### src/rtl/pipe_ctrl_pkg.sv
// Shared encodings for the pipeline hazard/forwarding controller:
// operand-source selects, controller FSM states and the PC register index.
package pipe_ctrl_pkg;

    typedef enum logic [1:0] {
        FWD_RF  = 2'b00,
        FWD_EX  = 2'b01,
        FWD_MEM = 2'b10,
        FWD_WB  = 2'b11
    } fwd_sel_e;

    typedef enum logic [1:0] {
        ST_RUN      = 2'b00,
        ST_LU_STALL = 2'b01,
        ST_FREEZE   = 2'b10
    } ctrl_state_e;

    localparam logic [3:0]  PC_REG        = 4'hF;
    localparam logic [15:0] STALL_CNT_MAX = 16'hFFFF;

endpackage

### src/rtl/forward_select.sv
// Per-source forwarding select plus load-use hazard detection against EX and MEM.
module forward_select
    import pipe_ctrl_pkg::*;
(
    input  logic [3:0] src_i,
    input  logic       use_i,
    input  logic [3:0] ex_rd_i,
    input  logic       ex_we_i,
    input  logic       ex_load_i,
    input  logic [3:0] mem_rd_i,
    input  logic       mem_we_i,
    input  logic       mem_load_i,
    input  logic [3:0] wb_rd_i,
    input  logic       wb_we_i,
    output fwd_sel_e   sel_o,
    output logic       lu_ex_o,
    output logic       lu_mem_o
);

    logic ex_hit;
    logic mem_hit;
    logic wb_hit;

    assign ex_hit  = use_i && ex_we_i  && (src_i == ex_rd_i);
    assign mem_hit = use_i && mem_we_i && (src_i == mem_rd_i);
    assign wb_hit  = use_i && wb_we_i  && (src_i == wb_rd_i);

    // NOTE: sel_o gets its default first so no path through the block infers a latch.
    always_comb begin
        sel_o = FWD_RF;
        // The PC is never forwarded; its value comes from the fetch side.
        if (src_i != PC_REG) begin
            if (ex_hit && !ex_load_i) begin
                sel_o = FWD_EX;
            end else if (mem_hit && !mem_load_i) begin
                sel_o = FWD_MEM;
            end else if (wb_hit) begin
                sel_o = FWD_WB;
            end
        end
    end

    assign lu_ex_o  = ex_hit  && ex_load_i;
    assign lu_mem_o = mem_hit && mem_load_i;

endmodule

### src/rtl/hazard_forwarding_controller.sv
// Pipeline hazard controller: operand forwarding, load-use stalls, memory freeze,
// branch flush and a saturating stall-cycle counter.
module hazard_forwarding_controller
    import pipe_ctrl_pkg::*;
(
    input  logic        clk,
    input  logic        rst_n,
    input  logic [3:0]  ID_Bit19_16,
    input  logic [3:0]  ID_Bit3_0,
    input  logic [3:0]  ID_Bit15_12,
    input  logic        ID_use_rn,
    input  logic        ID_use_rm,
    input  logic        ID_use_rd,
    input  logic [3:0]  EX_Bit15_12,
    input  logic [3:0]  MEM_Bit15_12,
    input  logic [3:0]  WB_Bit15_12,
    input  logic        EX_RF_Enable,
    input  logic        MEM_RF_Enable,
    input  logic        WB_RF_Enable,
    input  logic        EX_load_instr,
    input  logic        MEM_load_instr,
    input  logic        branch_taken,
    input  logic        mem_busy,
    input  logic        clr_count,
    output logic [1:0]  MUX1_signal,
    output logic [1:0]  MUX2_signal,
    output logic [1:0]  MUX3_signal,
    output logic        PC_RF_ld,
    output logic        IF_ID_Load,
    output logic        pipe_en,
    output logic        MUXControlUnit_signal,
    output logic        IF_ID_flush,
    output logic [15:0] stall_count
);

    fwd_sel_e    sel_rn, sel_rm, sel_rd;
    logic        lu_ex_rn, lu_ex_rm, lu_ex_rd;
    logic        lu_mem_rn, lu_mem_rm, lu_mem_rd;
    logic        lu_ex, lu_mem;

    ctrl_state_e state_q, state_d;
    ctrl_state_e ret_q, ret_d;
    ctrl_state_e eff_state;
    logic [15:0] cnt_q, cnt_d;

    logic pc_ld_c, ifid_ld_c, pipe_en_c, nop_c, flush_c;

    forward_select u_fwd_rn (
        .src_i(ID_Bit19_16), .use_i(ID_use_rn),
        .ex_rd_i(EX_Bit15_12), .ex_we_i(EX_RF_Enable), .ex_load_i(EX_load_instr),
        .mem_rd_i(MEM_Bit15_12), .mem_we_i(MEM_RF_Enable), .mem_load_i(MEM_load_instr),
        .wb_rd_i(WB_Bit15_12), .wb_we_i(WB_RF_Enable),
        .sel_o(sel_rn), .lu_ex_o(lu_ex_rn), .lu_mem_o(lu_mem_rn)
    );

    forward_select u_fwd_rm (
        .src_i(ID_Bit3_0), .use_i(ID_use_rm),
        .ex_rd_i(EX_Bit15_12), .ex_we_i(EX_RF_Enable), .ex_load_i(EX_load_instr),
        .mem_rd_i(MEM_Bit15_12), .mem_we_i(MEM_RF_Enable), .mem_load_i(MEM_load_instr),
        .wb_rd_i(WB_Bit15_12), .wb_we_i(WB_RF_Enable),
        .sel_o(sel_rm), .lu_ex_o(lu_ex_rm), .lu_mem_o(lu_mem_rm)
    );

    forward_select u_fwd_rd (
        .src_i(ID_Bit15_12), .use_i(ID_use_rd),
        .ex_rd_i(EX_Bit15_12), .ex_we_i(EX_RF_Enable), .ex_load_i(EX_load_instr),
        .mem_rd_i(MEM_Bit15_12), .mem_we_i(MEM_RF_Enable), .mem_load_i(MEM_load_instr),
        .wb_rd_i(WB_Bit15_12), .wb_we_i(WB_RF_Enable),
        .sel_o(sel_rd), .lu_ex_o(lu_ex_rd), .lu_mem_o(lu_mem_rd)
    );

    assign lu_ex  = lu_ex_rn  | lu_ex_rm  | lu_ex_rd;
    assign lu_mem = lu_mem_rn | lu_mem_rm | lu_mem_rd;

    // Leaving FREEZE behaves as the saved state in the same cycle, so no stall is lost or repeated.
    assign eff_state = (state_q == ST_FREEZE) ? ret_q : state_q;

    always_comb begin
        state_d   = state_q;
        ret_d     = ret_q;
        pc_ld_c   = 1'b1;
        ifid_ld_c = 1'b1;
        pipe_en_c = 1'b1;
        nop_c     = 1'b0;
        flush_c   = 1'b0;
        if (mem_busy) begin
            pc_ld_c   = 1'b0;
            ifid_ld_c = 1'b0;
            pipe_en_c = 1'b0;
            state_d   = ST_FREEZE;
            if (state_q != ST_FREEZE) begin
                ret_d = state_q;
            end
        end else begin
            case (eff_state)
                ST_LU_STALL: begin
                    pc_ld_c   = 1'b0;
                    ifid_ld_c = 1'b0;
                    nop_c     = 1'b1;
                    state_d   = ST_RUN;
                end
                default: begin
                    state_d = ST_RUN;
                    if (lu_ex || lu_mem) begin
                        pc_ld_c   = 1'b0;
                        ifid_ld_c = 1'b0;
                        nop_c     = 1'b1;
                        if (lu_ex) begin
                            state_d = ST_LU_STALL;
                        end
                    end else if (branch_taken) begin
                        flush_c = 1'b1;
                    end
                end
            endcase
        end
    end

    always_comb begin
        cnt_d = cnt_q;
        if (clr_count) begin
            cnt_d = '0;
        end else if (!IF_ID_Load && (cnt_q != STALL_CNT_MAX)) begin
            cnt_d = cnt_q + 16'd1;
        end
    end

    // NOTE: sequential state uses non-blocking assignments so every register samples pre-edge values.
    always_ff @(posedge clk or negedge rst_n) begin
        if (!rst_n) begin
            state_q <= ST_RUN;
            ret_q   <= ST_RUN;
            cnt_q   <= '0;
        end else begin
            state_q <= state_d;
            ret_q   <= ret_d;
            cnt_q   <= cnt_d;
        end
    end

    // Reset forces the pipeline held with a NOP in ID/EX, independent of the clock.
    assign PC_RF_ld              = rst_n & pc_ld_c;
    assign IF_ID_Load            = rst_n & ifid_ld_c;
    assign pipe_en               = rst_n & pipe_en_c;
    assign MUXControlUnit_signal = ~rst_n | nop_c;
    assign IF_ID_flush           = rst_n & flush_c;
    assign MUX1_signal           = rst_n ? sel_rn : FWD_RF;
    assign MUX2_signal           = rst_n ? sel_rm : FWD_RF;
    assign MUX3_signal           = rst_n ? sel_rd : FWD_RF;
    assign stall_count           = cnt_q;

endmodule

### config.mk
export PLATFORM = sky130hd
export DESIGN_NAME = hazard_forwarding_controller
export DESIGN_NICKNAME = d
export VERILOG_FILES = /design/src/rtl/pipe_ctrl_pkg.sv /design/src/rtl/forward_select.sv /design/src/rtl/hazard_forwarding_controller.sv
export SDC_FILE = /design/constraint.sdc
export NUM_CORES = 1
export LEC_CHECK = 0
export ABC_AREA = 1
export CORE_MARGIN = 10
export CORE_UTILIZATION = 41
export DETAILED_ROUTE_END_ITERATION = 12
export GPL_TIMING_DRIVEN = 0
export PLACE_DENSITY = 0.72
export SETUP_SLACK_MARGIN = 0.5
export SLEW_MARGIN = 20
export SYNTH_ARGS = -nofsm -noshare
export SYNTH_HDL_FRONTEND = slang
export SYNTH_SLANG_ARGS = --single-unit
### constraint.sdc
create_clock -name clk -period 2.7 [get_ports clk]
set_clock_uncertainty 0.2 [all_clocks]
set_input_delay 0.405 -clock clk [delete_from_list [all_inputs] [get_ports clk]]
set_output_delay 0.405 -clock clk [all_outputs]
set_load 0.005 [all_outputs]
==> results.cfg <==
[routing]
drt_iter0_markers = 190
vias = 2495
drc = 0
drt-pass1-iter-count = 5
ant_nets = 0
avgViaCountPerCell = 5.22
wl_per_cell_um = 14.9
wl_um = 7130

[yosys]
ys_seq_area_frac = 0.250
avgSynthCellArea_sq_um = 6.36
ys_ff_latch = 20
syn_area_sq_um = 2000
ys_types = 39
synth_cells = 315
ys.warnings.count = 0
syn_nets = 353

[timing]
finalHoldViolCount = 0
min_period_ns = 2.23
setup_violations = 0
grt_setup_unrepaired = true
worst_pin_slew_ns = 0.956
slew_headroom = 0.360
maxSlewViolCount = 0
post-route-period-util = 0.827
max_freq_mhz = 448

[power]
p_clk_frac = 0.333
power_density_nw_per_um2 = 297
sw_frac_of_total = 0.296
pwr-share-seq = 0.339
p_comb_frac = 0.329
power_switching_mw = 0.272
leakagePower_nw = 1.61
irDropWorstVdd_mv = 0.189
p_int_mw = 0.648

[global_routing]
track_usage = 0.164
grt_overflow = 0
antenna_found_initial = 0
grt_pass1_wl_um = 11500
grt_pass1_vias = 2371
grt_max_degree = 21

[placed_design]
hpwl_um = 5140
placedCellCount = 445
place_congestion = 0.915
io_buffer_count = 63

[clocking]
cts.path.max_buffers = 2
numClockSinks = 20
cts-htree-levels = 1
cts_root_buf = clkbuf_8
cts_tree = yes
clkTransAtPathRegs_ns = 0.08
clock_latency_ns = 0.27
cts_made_buffers = 3

[worst_setup_path]
crit_chain = inv_1 > nor2_1 > a31oi_1 > inv_1 > nor2_4 > nand3_4 > buf_6 > inv_4 > buf_6 > buf_6
crit_required_ns = 2.10
critPathBufInv = 6
cp.arrival_ns = 1.63
critPathMaxStageDelay_ns = 0.41
critical-path-top-delay-family = buffers and inverters
critPathMaxFanout = 4
cp_slowest_cell = dfrtp_1
critPathCaptureType = output port
cp_common_cell = buf_6
worstSetupPathType = register to output port
path_depth = 10
r2r_cells = 12
startpoint_type = register

[floorplan]
initial_core_util = 0.424
core.rowCount = 25
core_area_sq_um = 4720
die_area_sq_um = 8080
ioPinCount = 64
chipWidth_um = 89.9
fp.dieH_um = 89.9

[worst_hold_path]
hp-class = input pin to register
hold_depth = 1

[finish]
fillers = 388
final_core_util = 0.656
diodes = 0
layout.nets = 450
syn2layout_area_growth_pct = 54.6
layout_common_cells = nand2_1 (72), nand3_1 (30), buf_4 (30)
final_common_cell = nand2_1
drive_above_1_share = 0.343
instances_no_fill = 478

[run]
drv_cap = 0

[status]
run_status = finished clean
[cell usage after synthesis, drive strengths merged]
library cell	n	area (sq um)
nand2	79	315
inv	52	195
nand3	39	233
nor2	31	119
nand4	23	144
dfrtp	20	500
o21ai	14	70.1
xor2	12	105
a21oi	8	40.0
buf	7	62.6
o22ai	5	31.3
nor3	4	20.0
xnor2	4	35.0
o211ai	2	15.0
o41ai	2	17.5
a21boi	1	7.51
a221oi	1	8.76
a31oi	1	6.26
a41oi	1	8.76
and3	1	6.26
clkbuf	1	7.51
ha	1	12.5
nand3b	1	7.51
nor4	1	6.26
o2111ai	1	8.76
o21bai	1	7.51
or2	1	6.26
or3	1	6.26
[sequential cells by signal, summed over array words and instances, names as in the netlist]
signal,flops
ret_q,2
stall_count,16
state_q,2
[power by group through the flow]
stage | Sequential [mW] | Clock [mW] | Combinational [mW]
after detailed placement | 0.319 | 0 | 0.236
after floorplan | 0.318 | 0 | 0.110
final | 0.312 | 0.306 | 0.303
after CTS | 0.313 | 0.315 | 0.254
after global routing | 0.312 | 0.327 | 0.330
after global placement | 0.319 | 0 | 0.234
[layer usage]
metal | track usage | up-vias | wire, um
met3 | 0.0258 | 11 | 329
li1 | - | 1243 | -
met2 | 0.285 | 89 | 3480
met1 | 0.208 | 1152 | 3240
met4 | 0.0318 | 0 | 84
met5 | 0 | - | 0
[path summary, 6_finish.rpt]
check / start / endpoint / slack [ns]
hold / removal: mem_busy / state_q[1] / 0.31
setup reg to reg: stall_count[1] / stall_count[7] / 0.59
min in group asynchronous: rst_n / state_q[1] / 0.64
setup / recovery: state_q[1] / PC_RF_ld / 0.47
hold reg to reg: ret_q[0] / ret_q[0] / 0.32
max in group asynchronous: rst_n / stall_count[3] / 1.07
[cell type report]
class	instances	area [sq um]	share of cell area
multi-input combinational	235	1390	0.447
clock buffer	3	41.3	0.0133
timing repair buffer	92	759	0.245
buffer	8	83.8	0.0271
clock inverter	1	30.0	0.00970
tap	67	83.8	0.0271
inverter	52	213	0.0687
sequential	20	500	0.162
[kinds of logic (layout without fill, tap and decap cells)]
family / count (synthesis) / in the layout / share of synthesized area
AOI/OAI and AO/OA: 37 / 37 / 0.111
buffers and inverters: 60 / 156 / 0.132
DFF: 20 / 20 / 0.250
adders and majority gates: 1 / 1 / 0.00625
xor gates and xnor gates: 16 / 16 / 0.0700
and+or+nand+nor: 181 / 181 / 0.431
[timing repair]
| action | in CTS | in global routing |
|---|---|---|
| pin swaps | 23 | 17 |
| hold buffers | 1 | 0 |
| endpoints found under the hold margin | 20 | 0 |
| buffers inserted | 19 | 8 |
| gates cloned | 0 | 1 |
| setup endpoints to repair | 27 | 25 |
| gates resized for setup | 187 | 56 |
[per-stage QoR]
step	setup WS [ns]	total power, mW	hold WS, ns	setup TNS [ns]	instance area, sq um
after floorplan	0.553	0.429	-0.0906	0	2000
after global placement	-1.14	0.553	0.284	-12.00	2720
after detailed placement	-1.15	0.555	0.307	-12.02	2720
after CTS	0.460	0.882	0.310	0	2890
after global routing	0.346	0.970	0.312	0	3100
final	0.466	0.920	0.311	0	3100
(Power assumes the default switching activity.)
